--- config.mk ---
export PLATFORM = sky130hd
export DESIGN_NAME = anton_neopixel_apb_mux
export DESIGN_NICKNAME = d
export VERILOG_FILES = /design/src/rtl/anton_neopixel_apb_mux_pkg.sv /design/src/rtl/anton_apb_timeout_counter.sv /design/src/rtl/anton_neopixel_apb_mux.sv
export SDC_FILE = /design/constraint.sdc
export NUM_CORES = 1
export LEC_CHECK = 0
export CORE_MARGIN = 8
export CORE_UTILIZATION = 35
export DETAILED_ROUTE_END_ITERATION = 6
export MAX_ROUTING_LAYER = met4
export PLACE_DENSITY = 0.75
export RECOVER_POWER = 25
export SLEW_MARGIN = 20
export SYNTH_ARGS = -nofsm -noshare
export SYNTH_HDL_FRONTEND = slang
export SYNTH_SLANG_ARGS = --single-unit
export TNS_END_PERCENT = 100
--- constraint.sdc ---
create_clock -name apbPclk -period 1.9 [get_ports apbPclk]
set_clock_uncertainty 0.1 [all_clocks]
set_input_delay 0.19 -clock apbPclk [delete_from_list [all_inputs] [get_ports apbPclk]]
set_output_delay 0.19 -clock apbPclk [all_outputs]
set_load 0.005 [all_outputs]
--- src/rtl/anton_neopixel_apb_mux_pkg.sv ---
// Shared definitions for the multi-channel neopixel APB front-end.
//   MUX_CHANNELS_DEFAULT / MUX_TIMEOUT_DEFAULT : default parameter values
//   mux_state_e : FSM state encoding (2-bit)
//   ch_bits()   : channel-index width, never less than one bit
package anton_neopixel_apb_mux_pkg;

  localparam int unsigned MUX_CHANNELS_DEFAULT = 4;
  localparam int unsigned MUX_TIMEOUT_DEFAULT  = 64;

  typedef enum logic [1:0] {
    StIdle   = 2'd0,
    StStrobe = 2'd1,
    StWait   = 2'd2,
    StResp   = 2'd3
  } mux_state_e;

  function automatic int unsigned ch_bits(input int unsigned n);
    return (n > 1) ? $clog2(n) : 1;
  endfunction

endpackage

--- src/rtl/anton_apb_timeout_counter.sv ---
// Wait-state watchdog counter for the APB mux.
// Ports:
//   clk      : clock
//   rst_n    : synchronous active-low reset
//   clear    : force the count to zero
//   enable   : advance the count by one (saturates at the terminal value)
//   terminal : count has reached TIMEOUT-1
module anton_apb_timeout_counter #(
  parameter int unsigned TIMEOUT = 64
) (
  input  logic clk,
  input  logic rst_n,
  input  logic clear,
  input  logic enable,
  output logic terminal
);

  localparam int unsigned CNT_W = $clog2(TIMEOUT) + 1;

  logic [CNT_W-1:0] count_q;

  assign terminal = (count_q == CNT_W'(TIMEOUT - 1));

  always_ff @(posedge clk) begin
    if (!rst_n) begin
      count_q <= '0;
    end else if (clear) begin
      count_q <= '0;
    end else if (enable && !terminal) begin
      count_q <= count_q + CNT_W'(1);
    end
  end

endmodule

--- src/rtl/anton_neopixel_apb_mux.sv ---
// APB3 slave that fans one APB port out to CHANNELS neopixel bus ports.
// Every transfer goes IDLE -> STROBE -> WAIT -> RESP; an out-of-range channel
// index skips straight to RESP with an error, and a stalled channel is errored
// after TIMEOUT wait cycles. All outputs are registered.
// Ports:
//   apbPclk, apbPresern : clock, synchronous active-low reset
//   apbPselx, apbPenable, apbPwrite, apbPaddr, apbPwData : APB request
//   apbPrData, apbPready, apbPslverr : APB response
//   chAddr, chDataOut   : shared channel address / write data
//   chWrite, chRead     : one-hot per-channel strobes
//   chDataIn, chReady   : per-channel read data (flattened) and completion
module anton_neopixel_apb_mux
  import anton_neopixel_apb_mux_pkg::*;
#(
  parameter int unsigned CHANNELS   = MUX_CHANNELS_DEFAULT,
  parameter int unsigned BUS_ADDR_W = 18,
  parameter int unsigned DATA_W     = 8,
  parameter int unsigned TIMEOUT    = MUX_TIMEOUT_DEFAULT,
  localparam int unsigned CH_BITS   = ch_bits(CHANNELS),
  localparam int unsigned ADDR_W    = BUS_ADDR_W + CH_BITS + 2
) (
  input  logic                         apbPclk,
  input  logic                         apbPresern,
  input  logic                         apbPselx,
  input  logic                         apbPenable,
  input  logic                         apbPwrite,
  input  logic [ADDR_W-1:0]            apbPaddr,
  input  logic [DATA_W-1:0]            apbPwData,
  output logic [DATA_W-1:0]            apbPrData,
  output logic                         apbPready,
  output logic                         apbPslverr,
  output logic [BUS_ADDR_W-1:0]        chAddr,
  output logic [DATA_W-1:0]            chDataOut,
  output logic [CHANNELS-1:0]          chWrite,
  output logic [CHANNELS-1:0]          chRead,
  input  logic [CHANNELS*DATA_W-1:0]   chDataIn,
  input  logic [CHANNELS-1:0]          chReady
);

  // One extra bit so CHANNELS itself is representable (e.g. 16 with 4 index bits).
  localparam logic [CH_BITS:0] CH_LIMIT = (CH_BITS + 1)'(CHANNELS);

  mux_state_e state_q, state_d;

  logic [CH_BITS-1:0]    ch_q, ch_d;
  logic                  write_q, write_d;
  logic [BUS_ADDR_W-1:0] ch_addr_q, ch_addr_d;
  logic [DATA_W-1:0]     ch_data_q, ch_data_d;
  logic [CHANNELS-1:0]   ch_write_q, ch_write_d;
  logic [CHANNELS-1:0]   ch_read_q, ch_read_d;
  logic                  pready_q, pready_d;
  logic                  pslverr_q, pslverr_d;
  logic [DATA_W-1:0]     prdata_q, prdata_d;

  logic                  cnt_clear, cnt_en, cnt_terminal;

  logic [CH_BITS-1:0]    setup_idx;
  logic [BUS_ADDR_W-1:0] setup_addr;
  logic                  setup_phase;
  logic                  setup_valid;
  logic [CHANNELS-1:0]   setup_onehot;
  logic [DATA_W-1:0]     sel_data;
  logic                  sel_ready;
  logic                  unused_paddr;

  assign setup_idx    = apbPaddr[ADDR_W-1:BUS_ADDR_W+2];
  assign setup_addr   = apbPaddr[BUS_ADDR_W+1:2];
  assign setup_phase  = apbPselx && !apbPenable;
  assign setup_valid  = ({1'b0, setup_idx} < CH_LIMIT);
  assign setup_onehot = CHANNELS'(1) << setup_idx;
  assign unused_paddr = ^apbPaddr[1:0];

  // Only the latched channel's data/ready matter; the others are ignored.
  assign sel_data  = chDataIn[ch_q*DATA_W +: DATA_W];
  assign sel_ready = chReady[ch_q];

  anton_apb_timeout_counter #(
    .TIMEOUT (TIMEOUT)
  ) u_timeout (
    .clk      (apbPclk),
    .rst_n    (apbPresern),
    .clear    (cnt_clear),
    .enable   (cnt_en),
    .terminal (cnt_terminal)
  );

  always_comb begin
    state_d    = state_q;
    ch_d       = ch_q;
    write_d    = write_q;
    ch_addr_d  = ch_addr_q;
    ch_data_d  = ch_data_q;
    ch_write_d = '0;
    ch_read_d  = '0;
    pready_d   = 1'b0;
    pslverr_d  = 1'b0;
    prdata_d   = '0;
    cnt_clear  = 1'b0;
    cnt_en     = 1'b0;

    unique case (state_q)
      StIdle: begin
        if (setup_phase) begin
          ch_d    = setup_idx;
          write_d = apbPwrite;
          if (!setup_valid) begin
            // Bad channel: answer immediately, nothing reaches the channels.
            state_d   = StResp;
            pready_d  = 1'b1;
            pslverr_d = 1'b1;
          end else begin
            state_d   = StStrobe;
            ch_addr_d = setup_addr;
            ch_data_d = apbPwData;
            if (apbPwrite) begin
              ch_write_d = setup_onehot;
            end else begin
              ch_read_d = setup_onehot;
            end
          end
        end
      end

      StStrobe: begin
        cnt_clear = 1'b1;
        state_d   = apbPselx ? StWait : StIdle;
      end

      StWait: begin
        if (!apbPselx) begin
          state_d = StIdle;
        end else if (sel_ready) begin
          state_d  = StResp;
          pready_d = 1'b1;
          prdata_d = write_q ? '0 : sel_data;
        end else if (cnt_terminal) begin
          state_d   = StResp;
          pready_d  = 1'b1;
          pslverr_d = 1'b1;
        end else begin
          cnt_en = 1'b1;
        end
      end

      StResp: begin
        state_d = StIdle;
      end

      default: begin
        state_d = StIdle;
      end
    endcase
  end

  always_ff @(posedge apbPclk) begin
    if (!apbPresern) begin
      state_q    <= StIdle;
      ch_q       <= '0;
      write_q    <= 1'b0;
      ch_addr_q  <= '0;
      ch_data_q  <= '0;
      ch_write_q <= '0;
      ch_read_q  <= '0;
      pready_q   <= 1'b0;
      pslverr_q  <= 1'b0;
      prdata_q   <= '0;
    end else begin
      state_q    <= state_d;
      ch_q       <= ch_d;
      write_q    <= write_d;
      ch_addr_q  <= ch_addr_d;
      ch_data_q  <= ch_data_d;
      ch_write_q <= ch_write_d;
      ch_read_q  <= ch_read_d;
      pready_q   <= pready_d;
      pslverr_q  <= pslverr_d;
      prdata_q   <= prdata_d;
    end
  end

  assign chAddr     = ch_addr_q;
  assign chDataOut  = ch_data_q;
  assign chWrite    = ch_write_q;
  assign chRead     = ch_read_q;
  assign apbPready  = pready_q;
  assign apbPslverr = pslverr_q;
  assign apbPrData  = prdata_q;

endmodule
==> impl_metrics.tcl, run 1 <==
set metrics [dict create \
    status "finished with violations" \
    violations "setup timing" \
    synth_enable_flop_cells 0 \
    rrSetupSlack_ns -0.03 \
    via_per_inst 4.810 \
    fin_crit_ns 1.931 \
    nets 420 \
    place_area_sq_um 3456 \
    place.port_buffers 112 \
    grt_max_degree 19 \
    cp_max_fo 7 \
    whs_path_depth 3 \
    root_buffer "clkbuf_8" \
    final_cells 426 \
    vias 2049 \
    dieHeight_um 95.21 \
    tightest_slew_ns 0.6683 \
    yosysUniqueCellTypes 27 \
    clk_latency_ns 0.30 \
    min_to "chAddr[6]$_SDFFE_PN0P_" \
    postRouteAntennaNets 0 \
    start_util_pct 35.39 \
    grt_pass1_vias 2125 \
    cp-start-kind "register" \
    power_density_nw_per_um2 629.3 \
    area_growth_pct 62.28 \
    cts_tree "yes" \
    globalRouteOverflowTotal 0 \
    synthesis.nets 303 \
    required_ns 2.03 \
    synth_area_leader_cell "dfxtp_1" \
    slew_headroom_pct 54.98 \
    wirelength_um 6364 \
    synth_area_leaders "dfxtp_1, nand2_1, a21boi_0" \
    synth_top_flop_cell "dfxtp_1" \
    pre_cts_ws_ns -0.2767 \
    r2r_cells 4 \
    grt_first_pass_wirelength_um 10270 \
    htreeDepth 2 \
    drt-initial-drc-count 100 \
    ys_seq_area_share_pct 51.05 \
    routedWlPerCell_um 14.94 \
    path_class "register to register" \
    synth_top_area_share_pct 51.05 \
    fp.dieArea_sq_um 9064 \
    slew_viol_final 0 \
    cts_made_buffers 5 \
    ys_ff_latch 56 \
    drc 0 \
    antenna_found_initial 0 \
    dpl.hpwl_um 5029 \
    gp_congestion 0.7987 \
    r2r_start "ch_q[0]$_SDFFE_PN0P_" \
    rows 29 \
    cap_viol_max_count 0 \
    rsz0062_at_grt "true" \
    clkSinkCount 56 \
    ioPinCount 115 \
    coreArea_sq_um 6205 \
    hold_viol 0 \
    fp.dieW_um 95.21 \
    synthArstFlopShare_pct 0 \
    final_common_cell "clkdlybuf4s50_1" \
    vdd_ir_drop_max_v 0.0003257 \
    place_inst 418 \
    r2r-end "u_timeout.count_q[5]$_SDFFE_PP0P_" \
    avgSynthCellArea_sq_um 9.506 \
    clockBufferDepth 2 \
    cp-end-kind "register" \
    min_period_over_period_pct 101.6 \
    leakage_uw 0.001357 \
    n_antenna_cell 0 \
    cts.reportedPaths.clkPinSlew_ns 0.10 \
    syn_inst 231 \
    fmax_ghz 0.5179 \
    finalSetupViolations 1 \
    grt_use_total_pct 14.63 \
    synth_area_sq_um 2196 \
    min_from "apbPaddr[8]" \
    setup_ws_ns -0.03072 \
    arrival_ns 2.06 \
    tns_ns -0.03072 \
    yosys_warnings 0 \
    drive_gt1_share_pct 9.742 \
    min_path_type "input pin to register" \
    fin_area_sq_um 3563 \
    first_pass_iters 4 \
    final_cell_mix "clkdlybuf4s50_1, nand2_1, dfxtp_1, a21boi_0, dlygate4sd3_1" \
]
worst max path at each step:
stage,startpoint,to,slack [ns]
floorplan,ch_q[0]$_SDFFE_PN0P_,u_timeout.count_q[4]$_SDFFE_PP0P_,-0.07
global placement,chReady[3],u_timeout.count_q[5]$_SDFFE_PP0P_,-0.24
detailed placement,chReady[3],u_timeout.count_q[5]$_SDFFE_PP0P_,-0.28
CTS,ch_q[0]$_SDFFE_PN0P_,u_timeout.count_q[5]$_SDFFE_PP0P_,-0.02
global route,ch_q[0]$_SDFFE_PN0P_,u_timeout.count_q[5]$_SDFFE_PP0P_,-0.10
finish,ch_q[0]$_SDFFE_PN0P_,u_timeout.count_q[5]$_SDFFE_PP0P_,-0.03
timing repair:
action | CTS | global route
hold buffers | 0 | 0
buffers inserted | 0 | 0
hold endpoints to repair | 0 | 0
gates resized for setup | 0 | 5
pin swaps | 1 | 0
setup endpoints to repair | 1 | 3
registers in the layout (all words and copies together), names as in the netlist:
register / cells
chAddr: 18
state_q: 2
apbPslverr: 1
chRead: 4
apbPrData: 8
write_q: 1
chWrite: 4
chDataOut: 8
apbPready: 1
ch_q: 2
u_timeout.count_q: 7
Yosys cell counts (5+ instances only):
master,number
nor2_1,7
and3_1,11
clkbuf_1,12
mux4_2,9
nor3_1,5
a21boi_0,30
dfxtp_1,56
nand2_1,63
a21oi_1,5
nand3_1,6
o21ai_0,5
per-stage QoR:
step / utilization, % / power (uW) / hold slack, ns
finish: 57.43 / 2242 / 0.3372
floorplan: - / 1371 / 0.1669
global placement: 55.70 / 1610 / 0.3323
detailed placement: 55.70 / 1616 / 0.3397
global route: 57.43 / 2365 / 0.3352
CTS: 57.19 / 2294 / 0.3180
cell type report:
cell class	count	area, sq um
clock buffer	6	82.58
clock inverter	2	10.01
fill	546	2641
inverter	3	11.26
multi-input combinational	158	1023
sequential	56	1122
tap	77	96.34
timing repair buffer	124	1217
logic make-up (layout without fill, tap and decap cells):
kind of cell / after synthesis / after routing / synth area share, %
compound gates: 44 / 44 / 14.25
xor+xnor: 2 / 2 / 0.7979
fa+ha+maj: 1 / 1 / 0.5697
buf+inv: 17 / 135 / 3.304
flops: 56 / 56 / 51.05
mux: 9 / 9 / 9.231
simple gates: 102 / 102 / 20.80
worst max-delay path, cell delays in order (launching register included):
cell     delay (ns)
dfxtp_2        0.35
mux4_2         0.53
a211o_4        0.31
or4_4          0.43
a21oi_2        0.13
power by group:
group	switching (uW)	internal, uW	total (uW)
combinational	122	237	360
clock	368	292	660
sequential	16.8	1210	1220
total	507	1740	2240
routing by layer:
layer / GRT usage, % / wire, um
met1: 16.59 / 2700
met2: 24.57 / 3074
met3: 4.173 / 534
met4: 4.031 / 54
met5: - / 0
(Power assumes the default switching activity.)
==> inputs of run 2 (changes only) <==
--- a/config.mk
+++ b/config.mk
@@ -5,7 +5,7 @@
 export SDC_FILE = /design/constraint.sdc
 export NUM_CORES = 1
 export LEC_CHECK = 0
-export CORE_MARGIN = 8
+export CORE_MARGIN = 5
 export CORE_UTILIZATION = 35
 export DETAILED_ROUTE_END_ITERATION = 6
 export MAX_ROUTING_LAYER = met4
==> impl_metrics.tcl, run 2 (synthesized netlist as in run 1, its figures left out) <==
set metrics [dict create \
    min_path_type "input pin to register" \
    r2r_start "ch_q[0]$_SDFFE_PN0P_" \
    nets 422 \
    fin_area_sq_um 3608 \
    clkSinkCount 56 \
    slew_headroom_pct 59.03 \
    fp.dieArea_sq_um 7958 \
    slew_viol_final 0 \
    hold_viol 0 \
    whs_path_depth 3 \
    cp_max_fo 6 \
    cts_setup_buffers 0 \
    dieHeight_um 89.21 \
    cp-end-kind "register" \
    switching_share_pct 19.71 \
    status "completed" \
    postRouteAntennaNets 0 \
    finalSetupViolations 0 \
    rows 28 \
    arrival_ns 1.98 \
    drive_gt1_share_pct 9.117 \
    rrSetupSlack_ns 0.002 \
    fp.dieW_um 89.21 \
    vias 2037 \
    path_class "register to register" \
    gp_congestion 0.7916 \
    vdd_ir_drop_max_v 0.0003713 \
    coreArea_sq_um 6026 \
    p_switching_uw 516.1 \
    cts_tree "yes" \
    clk_latency_ns 0.31 \
    fillers 534 \
    clockBufferDepth 2 \
    place.port_buffers 112 \
    min_from "apbPaddr[6]" \
    drt-initial-drc-count 80 \
    r2r-end "u_timeout.count_q[5]$_SDFFE_PP0P_" \
    place_area_sq_um 3456 \
    power_density_nw_per_um2 725.5 \
    grt_max_degree 20 \
    fmax_ghz 0.5268 \
    cts_made_buffers 5 \
    cp-start-kind "register" \
    final_cell_mix "clkdlybuf4s50_1, nand2_1, dfxtp_1, a21boi_0, dlygate4sd3_1" \
    start_util_pct 36.44 \
    dpl.hpwl_um 4659 \
    wirelength_um 5986 \
    antenna_found_initial 0 \
    leakage_uw 0.001378 \
    root_buffer "clkbuf_8" \
    pre_cts_ws_ns -0.2604 \
    final_common_cell "clkdlybuf4s50_1" \
    grt_pass1_vias 2000 \
    rsz0062_at_grt "true" \
    globalRouteOverflowTotal 0 \
    htreeDepth 2 \
    min_to "chAddr[4]$_SDFFE_PN0P_" \
    drc 0 \
    routedWlPerCell_um 14.05 \
    p_comb_share_pct 13.7 \
    tightest_slew_ns 0.6081 \
    p_seq_share_pct 46.7 \
    min_period_over_period_pct 99.90 \
    required_ns 1.98 \
    largest_reg_flops 18 \
    ioPinCount 115 \
    area_growth_pct 64.33 \
    cts.reportedPaths.clkPinSlew_ns 0.10 \
    r2r_cells 5 \
    setup_ws_ns 0.001888 \
    grt_use_total_pct 15.73 \
    n_antenna_cell 0 \
    fin_crit_ns 1.898 \
    power.share.clock_pct 39.6 \
    intPower_uw 2102 \
    grt_first_pass_wirelength_um 9273 \
    cts_hold_buf 0 \
    cap_viol_max_count 0 \
    via_per_inst 4.782 \
    first_pass_iters 4 \
]
run 2: power groups by stage:
stage               combinational, uW  clock, uW  sequential, uW
floorplan                         120          0            1250
global placement                  361          0            1250
detailed placement                367          0            1250
CTS                               368       1080            1220
global route                      389       1110            1230
finish                            360       1040            1220
run 2: area by class of cell:
cell class / instances / area (sq um) / area share (%)
timing repair buffer: 126 / 1220 / 33.81
sequential: 56 / 1122 / 31.10
multi-input combinational: 158 / 1002 / 27.77
tap: 75 / 93.84 / 2.601
clock inverter: 3 / 90.09 / 2.497
clock buffer: 5 / 68.82 / 1.907
inverter: 3 / 11.26 / 0.3121
run 2: critical path, cell delays in order, from the launching register on:
cell and delay [ns]:
dfxtp_2 0.36, mux4_2 0.52, a211o_1 0.30, buf_4 0.15, o31ai_1 0.23, a21oi_1 0.10
run 2: stage by stage:
step / instances / TNS [ns] / power [uW] / hold WS [ns] / utilization, %
6_report: 426 / 0 / 2618 / 0.3313 / 59.88
5_1_grt: 426 / -0.01765 / 2727 / 0.3269 / 59.88
4_1_cts: 426 / 0 / 2668 / 0.3123 / 59.99
3_5_place_dp: 418 / -1.075 / 1617 / 0.3437 / 57.35
3_3_place_gp: 418 / -0.6706 / 1610 / 0.3271 / 57.35
2_1_floorplan: 231 / -0.2395 / 1371 / 0.1669 / -
run 2: worst max-delay path by stage:
stage | start | end | slack [ns]
after floorplan | ch_q[0]$_SDFFE_PN0P_ | u_timeout.count_q[4]$_SDFFE_PP0P_ | -0.07
after global placement | chReady[3] | u_timeout.count_q[5]$_SDFFE_PP0P_ | -0.21
after detailed placement | chReady[3] | u_timeout.count_q[5]$_SDFFE_PP0P_ | -0.26
after CTS | ch_q[0]$_SDFFE_PN0P_ | u_timeout.count_q[5]$_SDFFE_PP0P_ | 0.005
after global routing | ch_q[0]$_SDFFE_PN0P_ | u_timeout.count_q[5]$_SDFFE_PP0P_ | -0.02
final | ch_q[0]$_SDFFE_PN0P_ | u_timeout.count_q[5]$_SDFFE_PP0P_ | 0.002
run 2: repair_timing:
action                     in CTS  in global routing
hold endpoints to repair        0                  0
pin swaps                       1                  0
gates resized for setup         0                  1
setup endpoints to repair       1                  2
run 2: per-layer routing:
layer,wire length (um),global-route usage (%)
met1,2509,18.33
met2,2786,25.65
met3,576,4.332
met4,114,6.225
met5,0,-
